**src/rtl/opsel_fwd_stage.sv**
```systemverilog
// Registered operand-select stage between decode and execute: operand muxing, result
// forwarding, load-use stall and stall-cycle counter. Define OPSEL_FWD_EN to enable forwarding.

`ifndef OP_TYPE_NONE
`define OP_TYPE_NONE 2'd0
`endif
`ifndef OP_TYPE_REG
`define OP_TYPE_REG 2'd1
`endif
`ifndef OP_TYPE_IMM
`define OP_TYPE_IMM 2'd2
`endif
`ifndef OP_TYPE_PC
`define OP_TYPE_PC 2'd3
`endif

module opsel_fwd_stage #(
  parameter int unsigned XLEN = 32,
  parameter int unsigned NFWD = 2,
  parameter int unsigned CNTW = 16
) (
  input  logic                   clk,
  input  logic                   rst_n,
  input  logic                   flush,
  input  logic                   in_valid,
  output logic                   in_ready,
  input  logic [1:0]             in_op1_type,
  input  logic [1:0]             in_op2_type,
  input  logic [4:0]             in_rs1_addr,
  input  logic [4:0]             in_rs2_addr,
  input  logic [XLEN-1:0]        in_rs1_data,
  input  logic [XLEN-1:0]        in_rs2_data,
  input  logic [XLEN-1:0]        in_imm,
  input  logic [XLEN-1:0]        in_pc,
  input  logic [5:0]             in_alucode,
  input  logic [NFWD-1:0]        fwd_valid,
  input  logic [NFWD-1:0]        fwd_pending,
  input  logic [5*NFWD-1:0]      fwd_rd,
  input  logic [XLEN*NFWD-1:0]   fwd_data,
  output logic                   out_valid,
  input  logic                   out_ready,
  output logic [XLEN-1:0]        out_op1,
  output logic [XLEN-1:0]        out_op2,
  output logic [XLEN-1:0]        out_rs2_val,
  output logic [XLEN-1:0]        out_imm,
  output logic [XLEN-1:0]        out_pc,
  output logic [5:0]             out_alucode,
  output logic [CNTW-1:0]        stall_cnt
);

  typedef enum logic [0:0] {StEmpty, StFull} state_e;

  state_e state_q, state_d;

  logic [XLEN-1:0] rs1_fwd, rs2_fwd, rs1_val, rs2_val, op1_sel, op2_sel;
  logic            rs1_pend, rs2_pend, hazard, transfer;
  logic [XLEN-1:0] op1_q, op2_q, rs2v_q, imm_q, pc_q;
  logic [5:0]      alucode_q;
  logic [CNTW-1:0] stall_q, stall_d;

`ifndef OPSEL_FWD_EN
  logic unused_fwd;
  assign unused_fwd = ^{fwd_data, fwd_pending};
`endif

  // Walk from oldest to youngest so the lowest matching index wins.
  always_comb begin
    rs1_fwd  = in_rs1_data;
    rs2_fwd  = in_rs2_data;
    rs1_pend = 1'b0;
    rs2_pend = 1'b0;
    for (int i = int'(NFWD) - 1; i >= 0; i--) begin
      if (fwd_valid[i] && fwd_rd[5*i +: 5] == in_rs1_addr) begin
`ifdef OPSEL_FWD_EN
        rs1_fwd  = fwd_data[XLEN*i +: XLEN];
        rs1_pend = fwd_pending[i];
`else
        rs1_pend = 1'b1;
`endif
      end
      if (fwd_valid[i] && fwd_rd[5*i +: 5] == in_rs2_addr) begin
`ifdef OPSEL_FWD_EN
        rs2_fwd  = fwd_data[XLEN*i +: XLEN];
        rs2_pend = fwd_pending[i];
`else
        rs2_pend = 1'b1;
`endif
      end
    end
    rs1_val = (in_rs1_addr == 5'd0) ? '0 : rs1_fwd;
    rs2_val = (in_rs2_addr == 5'd0) ? '0 : rs2_fwd;
  end

  always_comb begin
    case (in_op1_type)
      `OP_TYPE_REG: op1_sel = rs1_val;
      `OP_TYPE_IMM: op1_sel = in_imm;
      `OP_TYPE_PC:  op1_sel = in_pc;
      default:      op1_sel = '0;
    endcase
    case (in_op2_type)
      `OP_TYPE_REG: op2_sel = rs2_val;
      `OP_TYPE_IMM: op2_sel = in_imm;
      `OP_TYPE_PC:  op2_sel = in_pc;
      default:      op2_sel = '0;
    endcase
  end

  // rs2 always feeds out_rs2_val, so it is checked regardless of op2 type.
  assign hazard = (in_op1_type == `OP_TYPE_REG && in_rs1_addr != 5'd0 && rs1_pend) ||
                  (in_rs2_addr != 5'd0 && rs2_pend);

  assign out_valid = (state_q == StFull);
  assign in_ready  = !flush && !hazard && (!out_valid || out_ready);
  assign transfer  = in_valid && in_ready;

  always_comb begin
    state_d = state_q;
    stall_d = stall_q;
    if (flush) begin
      state_d = StEmpty;
    end else if (transfer) begin
      state_d = StFull;
    end else if (state_q == StFull && out_ready) begin
      state_d = StEmpty;
    end
    if (in_valid && hazard && !flush && stall_q != {CNTW{1'b1}}) begin
      stall_d = stall_q + CNTW'(1);
    end
  end

  always_ff @(posedge clk or negedge rst_n) begin
    if (!rst_n) begin
      state_q   <= StEmpty;
      stall_q   <= '0;
      op1_q     <= '0;
      op2_q     <= '0;
      rs2v_q    <= '0;
      imm_q     <= '0;
      pc_q      <= '0;
      alucode_q <= '0;
    end else begin
      state_q <= state_d;
      stall_q <= stall_d;
      if (transfer) begin
        op1_q     <= op1_sel;
        op2_q     <= op2_sel;
        rs2v_q    <= rs2_val;
        imm_q     <= in_imm;
        pc_q      <= in_pc;
        alucode_q <= in_alucode;
      end
    end
  end

  assign out_op1     = op1_q;
  assign out_op2     = op2_q;
  assign out_rs2_val = rs2v_q;
  assign out_imm     = imm_q;
  assign out_pc      = pc_q;
  assign out_alucode = alucode_q;
  assign stall_cnt   = stall_q;

endmodule
```
**config.mk**
```make
export PLATFORM = sky130hd
export DESIGN_NAME = opsel_fwd_stage
export DESIGN_NICKNAME = d
export VERILOG_FILES = /design/src/rtl/opsel_fwd_stage.sv
export SDC_FILE = /design/constraint.sdc
export NUM_CORES = 1
export LEC_CHECK = 0
export BUFFER_PORTS_ARGS = -buffer_cell sky130_fd_sc_hd__buf_2
export CAP_MARGIN = 40
export CORE_AREA = 2 2 161 163
export DETAILED_ROUTE_END_ITERATION = 6
export DIE_AREA = 0 0 163 165
export PLACE_DENSITY_LB_ADDON = 0.15
export SETUP_SLACK_MARGIN = 0.2
export SLEW_MARGIN = 15
export SYNTH_ARGS = -nofsm -noshare
export SYNTH_HDL_FRONTEND = slang
export SYNTH_SLANG_ARGS = --single-unit
```
**constraint.sdc**
```tcl
create_clock -name clk -period 2.3 [get_ports clk]
set_input_delay 0.115 -clock clk [delete_from_list [all_inputs] [get_ports clk]]
set_output_delay 0.115 -clock clk [all_outputs]
set_load 0.01 [all_outputs]
```
==> flow_summary_export.csv <==
group,metric,value,unit
status,outcome,"complete, no violations",
power_and_ir_drop,intPower,6.56,mW
logic_synthesis,avgSynthCellArea,10.5,µm²
die,die_h,165,µm
timing,fin_crit,1980,ps
timing,grt_setup_unrepaired,"false",
logic_synthesis,synth_top_area_share,52.9,%
critical_path,endpoint_kind,"flip-flop",
global_route,grt_pass1_vias,7876,
layout,num_antenna_cells,0,
clock_tree,cts_tree,"done",
global_route,antenna_found_initial,1,
power_and_ir_drop,net-switching-power,2.98,mW
critical_path,cpMaxStageDelayCell,"dfrtp_1",
min_path,hold_path_class,"in2reg",
timing,tightest_slew,733,ps
die,ios,415,
power_and_ir_drop,power_leakage,6.52,nW
layout,final_nets,1532,
timing,period_share,86.0,%
critical_path,cpPeakStageDelay,420,ps
detailed_routing,drt_iter0_markers,463,
detailed_routing,viasPerCell,4.75,
min_path,whs_path_depth,3,
timing,setup_violations,0,
layout,layout-drive-gt1-share,38.0,%
critical_path,path_cells,"and2_1 -> and3_1 -> and3_2 -> a31oi_1 -> and2_4 -> buf_6 -> mux2_2",
placed_design,post-place-ws,-75.0,ps
logic_synthesis,synth.distinct_cells,32,
die,num_rows,58,
critical_path,cp_max_fo,8,
timing,clock_skew,11.1,ps
power_and_ir_drop,worst_ir_drop_vdd,0.405,mV
min_path,min_to,"out_op1[31]",
critical_path,reg2reg_slack,320,ps
critical_path,rr_endpoint,"stall_cnt[1]",
logic_synthesis,ys_ff_latch,183,
die,initial_utilization,34.6,%
power_and_ir_drop,power.density,746,nW/µm²
timing,worst_slack,323,ps
logic_synthesis,synthCells,823,
die,fp.dieArea,26900,µm²
detailed_routing,wl_per_cell,17.2,µm
timing,max-slew-margin-rel,51.1,%
clock_tree,clock_path_buffers,2,
detailed_routing,drtAntennaViolNets,0,
timing,hold_slack,17.4,ps
die,die_w,163,µm
global_route,grt-ovfl-total,0,
logic_synthesis,synth_area,8660,µm²
timing,maxSlewViolCount,0,
layout,design_area,12800,µm²
logic_synthesis,synth_area_leaders,"dfrtp_1, mux2_4, nand2_1",
clock_tree,insertion_delay,430,ps
detailed_routing,finalWirelength,28.2,mm
placed_design,placed_area,10900,µm²
min_path,hold_start,"in_rs1_data[31]",
critical_path,r2r_cells,7,
global_route,grt_pass1_wl,43.5,mm
placed_design,gp_congestion,0.840,
logic_synthesis,synth_nets,1055,
logic_synthesis,yosysSeqAreaShare,52.9,%
power_and_ir_drop,totalPowerFinal,9.54,mW
clock_tree,clkTransAtPathRegs,80,ps
power_and_ir_drop,switching_share,31.2,%
power_and_ir_drop,pwr-share-comb,26.4,%
critical_path,r2r_start,"stall_cnt[2]",
critical_path,cp_data_arrival_time,2300,ps
run,max-cap-violations,0,
power_and_ir_drop,clockPowerShare,31.0,%
detailed_routing,drc_errors,0,
clock_tree,h-tree-depth,4,
timing,hold_violations,0,
global_route,grt_max_degree,65,
logic_synthesis,synth_warnings,0,
timing,fmax,0.506,GHz
logic_synthesis,synth_top_area_cell,"dfrtp_1",
die,core_area,25000,µm²
clock_tree,root_buffer,"clkbuf_16",
clock_tree,clkSinkCount,183,
placed_design,dp_hpwl,19.1,mm
power_and_ir_drop,seqPwrFrac,42.6,%
critical_path,cp.required,2620,ps
critical_path,crit_path_start_kind,"flip-flop",
layout,post-route-util,51.1,%
global_route,track_usage,20.7,%
detailed_routing,vias,7801,
critical_path,critical_path_class,"reg2reg",
detailed_routing,first_pass_iters,5,
layout,area_growth_syn_to_layout,47.7,%
placed_design,io_buffer_count,348,
clock_tree,numCtsBuffers,17,
-- cell type report --
cell class / instances / area [µm²]
timing repair buffer: 521 / 3440
sequential: 183 / 4580
clock inverter: 12 / 135
multi-input combinational: 575 / 3780
clock buffer: 19 / 433
inverter: 2 / 7.51
tap: 330 / 413
fill: 2356 / 12300
-- per-stage QoR --
| step | setup TNS, ps | instances |
|---|---|---|
| 6_report | 0 | 1642 |
| 5_1_grt | 0 | 1642 |
| 4_1_cts | 0 | 1638 |
| 3_5_place_dp | -5360 | 1477 |
| 3_3_place_gp | -6810 | 1477 |
| 2_1_floorplan | 0 | 823 |
-- registers in the layout, summed over array words and instances, names as in the netlist --
register and count:
out_alucode 6, out_imm 32, out_pc 32, out_op1 32
out_op2 32, out_rs2_val 32, stall_cnt 16, out_valid 1
-- critical path: cells and delay by family, from the launching register on --
family | cells | cell delay [ps]
multiplexers | 1 | 330
flip-flops | 1 | 420
AO/OA/AOI/OAI | 1 | 170
buffers and inverters | 1 | 130
AND/OR/NAND/NOR | 4 | 820
-- routing by layer --
metal | part of all wire [%] | global-route usage [%]
met4 | 2.6 | 7.08
met3 | 6.2 | 4.82
met2 | 46 | 33.5
met1 | 45 | 27.4
met5 | 0 | 0
-- cells in the mapped netlist, drive strengths merged --
cell / number
nor3b: 1
mux2i: 32
ha: 1
buf: 22
xor2: 1
nand3: 12
nand2b: 2
a31oi: 33
and4: 1
and2: 3
or4: 1
o21ai: 129
a22oi: 32
inv: 2
and3: 4
o22ai: 2
nor2b: 2
or3: 1
o21a: 2
dfrtp: 183
nor3: 2
clkbuf: 41
xnor2: 33
mux2: 71
nand2: 168
nand4: 7
nor2: 34
a32o: 1
-- placed cells by master, fill, tap and decap left out, drive strengths merged, types with 3 or more instances in the layout --
cell	count
xnor2	33
nand4	7
a22oi	32
and2	3
buf	389
a31oi	33
and3	4
nor2	34
dfrtp	183
inv	11
clkbuf	21
dlygate4sd3	130
mux2i	32
o21ai	129
nand3	12
nand2	168
mux2	71
-- power by group through the flow --
stage | combinational, mW | sequential (mW) | clock [mW]
final | 2.51 | 4.07 | 2.96
after global routing | 2.76 | 4.14 | 3.16
after floorplan | 0.969 | 4.39 | 0
after global placement | 2.34 | 4.11 | 0
after detailed placement | 2.36 | 4.12 | 0
after CTS | 2.54 | 4.06 | 3.04
-- logic make-up (layout without fill, tap and decap cells) --
group                    count (synthesis)  count (layout)  share of synthesized area [%]
XOR/XNOR                                34              34                           3.44
multiplexers                           103             103                           15.5
AND/OR/NAND/NOR                        238             238                           11.2
flip-flops                             183             183                           52.9
buffers and inverters                   65             554                           3.71
adder cells (fa/ha/maj)                  1               1                          0.145
AO/OA/AOI/OAI                          199             199                           13.1
-- how the worst max path moves through the flow --
| stage | to | start | slack, ps |
|---|---|---|---|
| CTS | stall_cnt[1] | stall_cnt[2] | 250 |
| global route | stall_cnt[1] | stall_cnt[2] | 230 |
| floorplan | out_imm[0] | in_rs1_addr[1] | 10 |
| global placement | out_imm[28] | in_rs1_addr[1] | -90 |
| finish | stall_cnt[1] | stall_cnt[2] | 320 |
| detailed placement | out_op2[29] | in_rs1_addr[1] | -80 |
-- what timing repair did --
action	4_1_cts	5_1_grt
gates resized for setup	0	4
setup endpoints to repair	0	11
hold buffers	130	0
setup buffers	0	3
hold endpoints to repair	182	0
(Power assumes the default switching activity.)
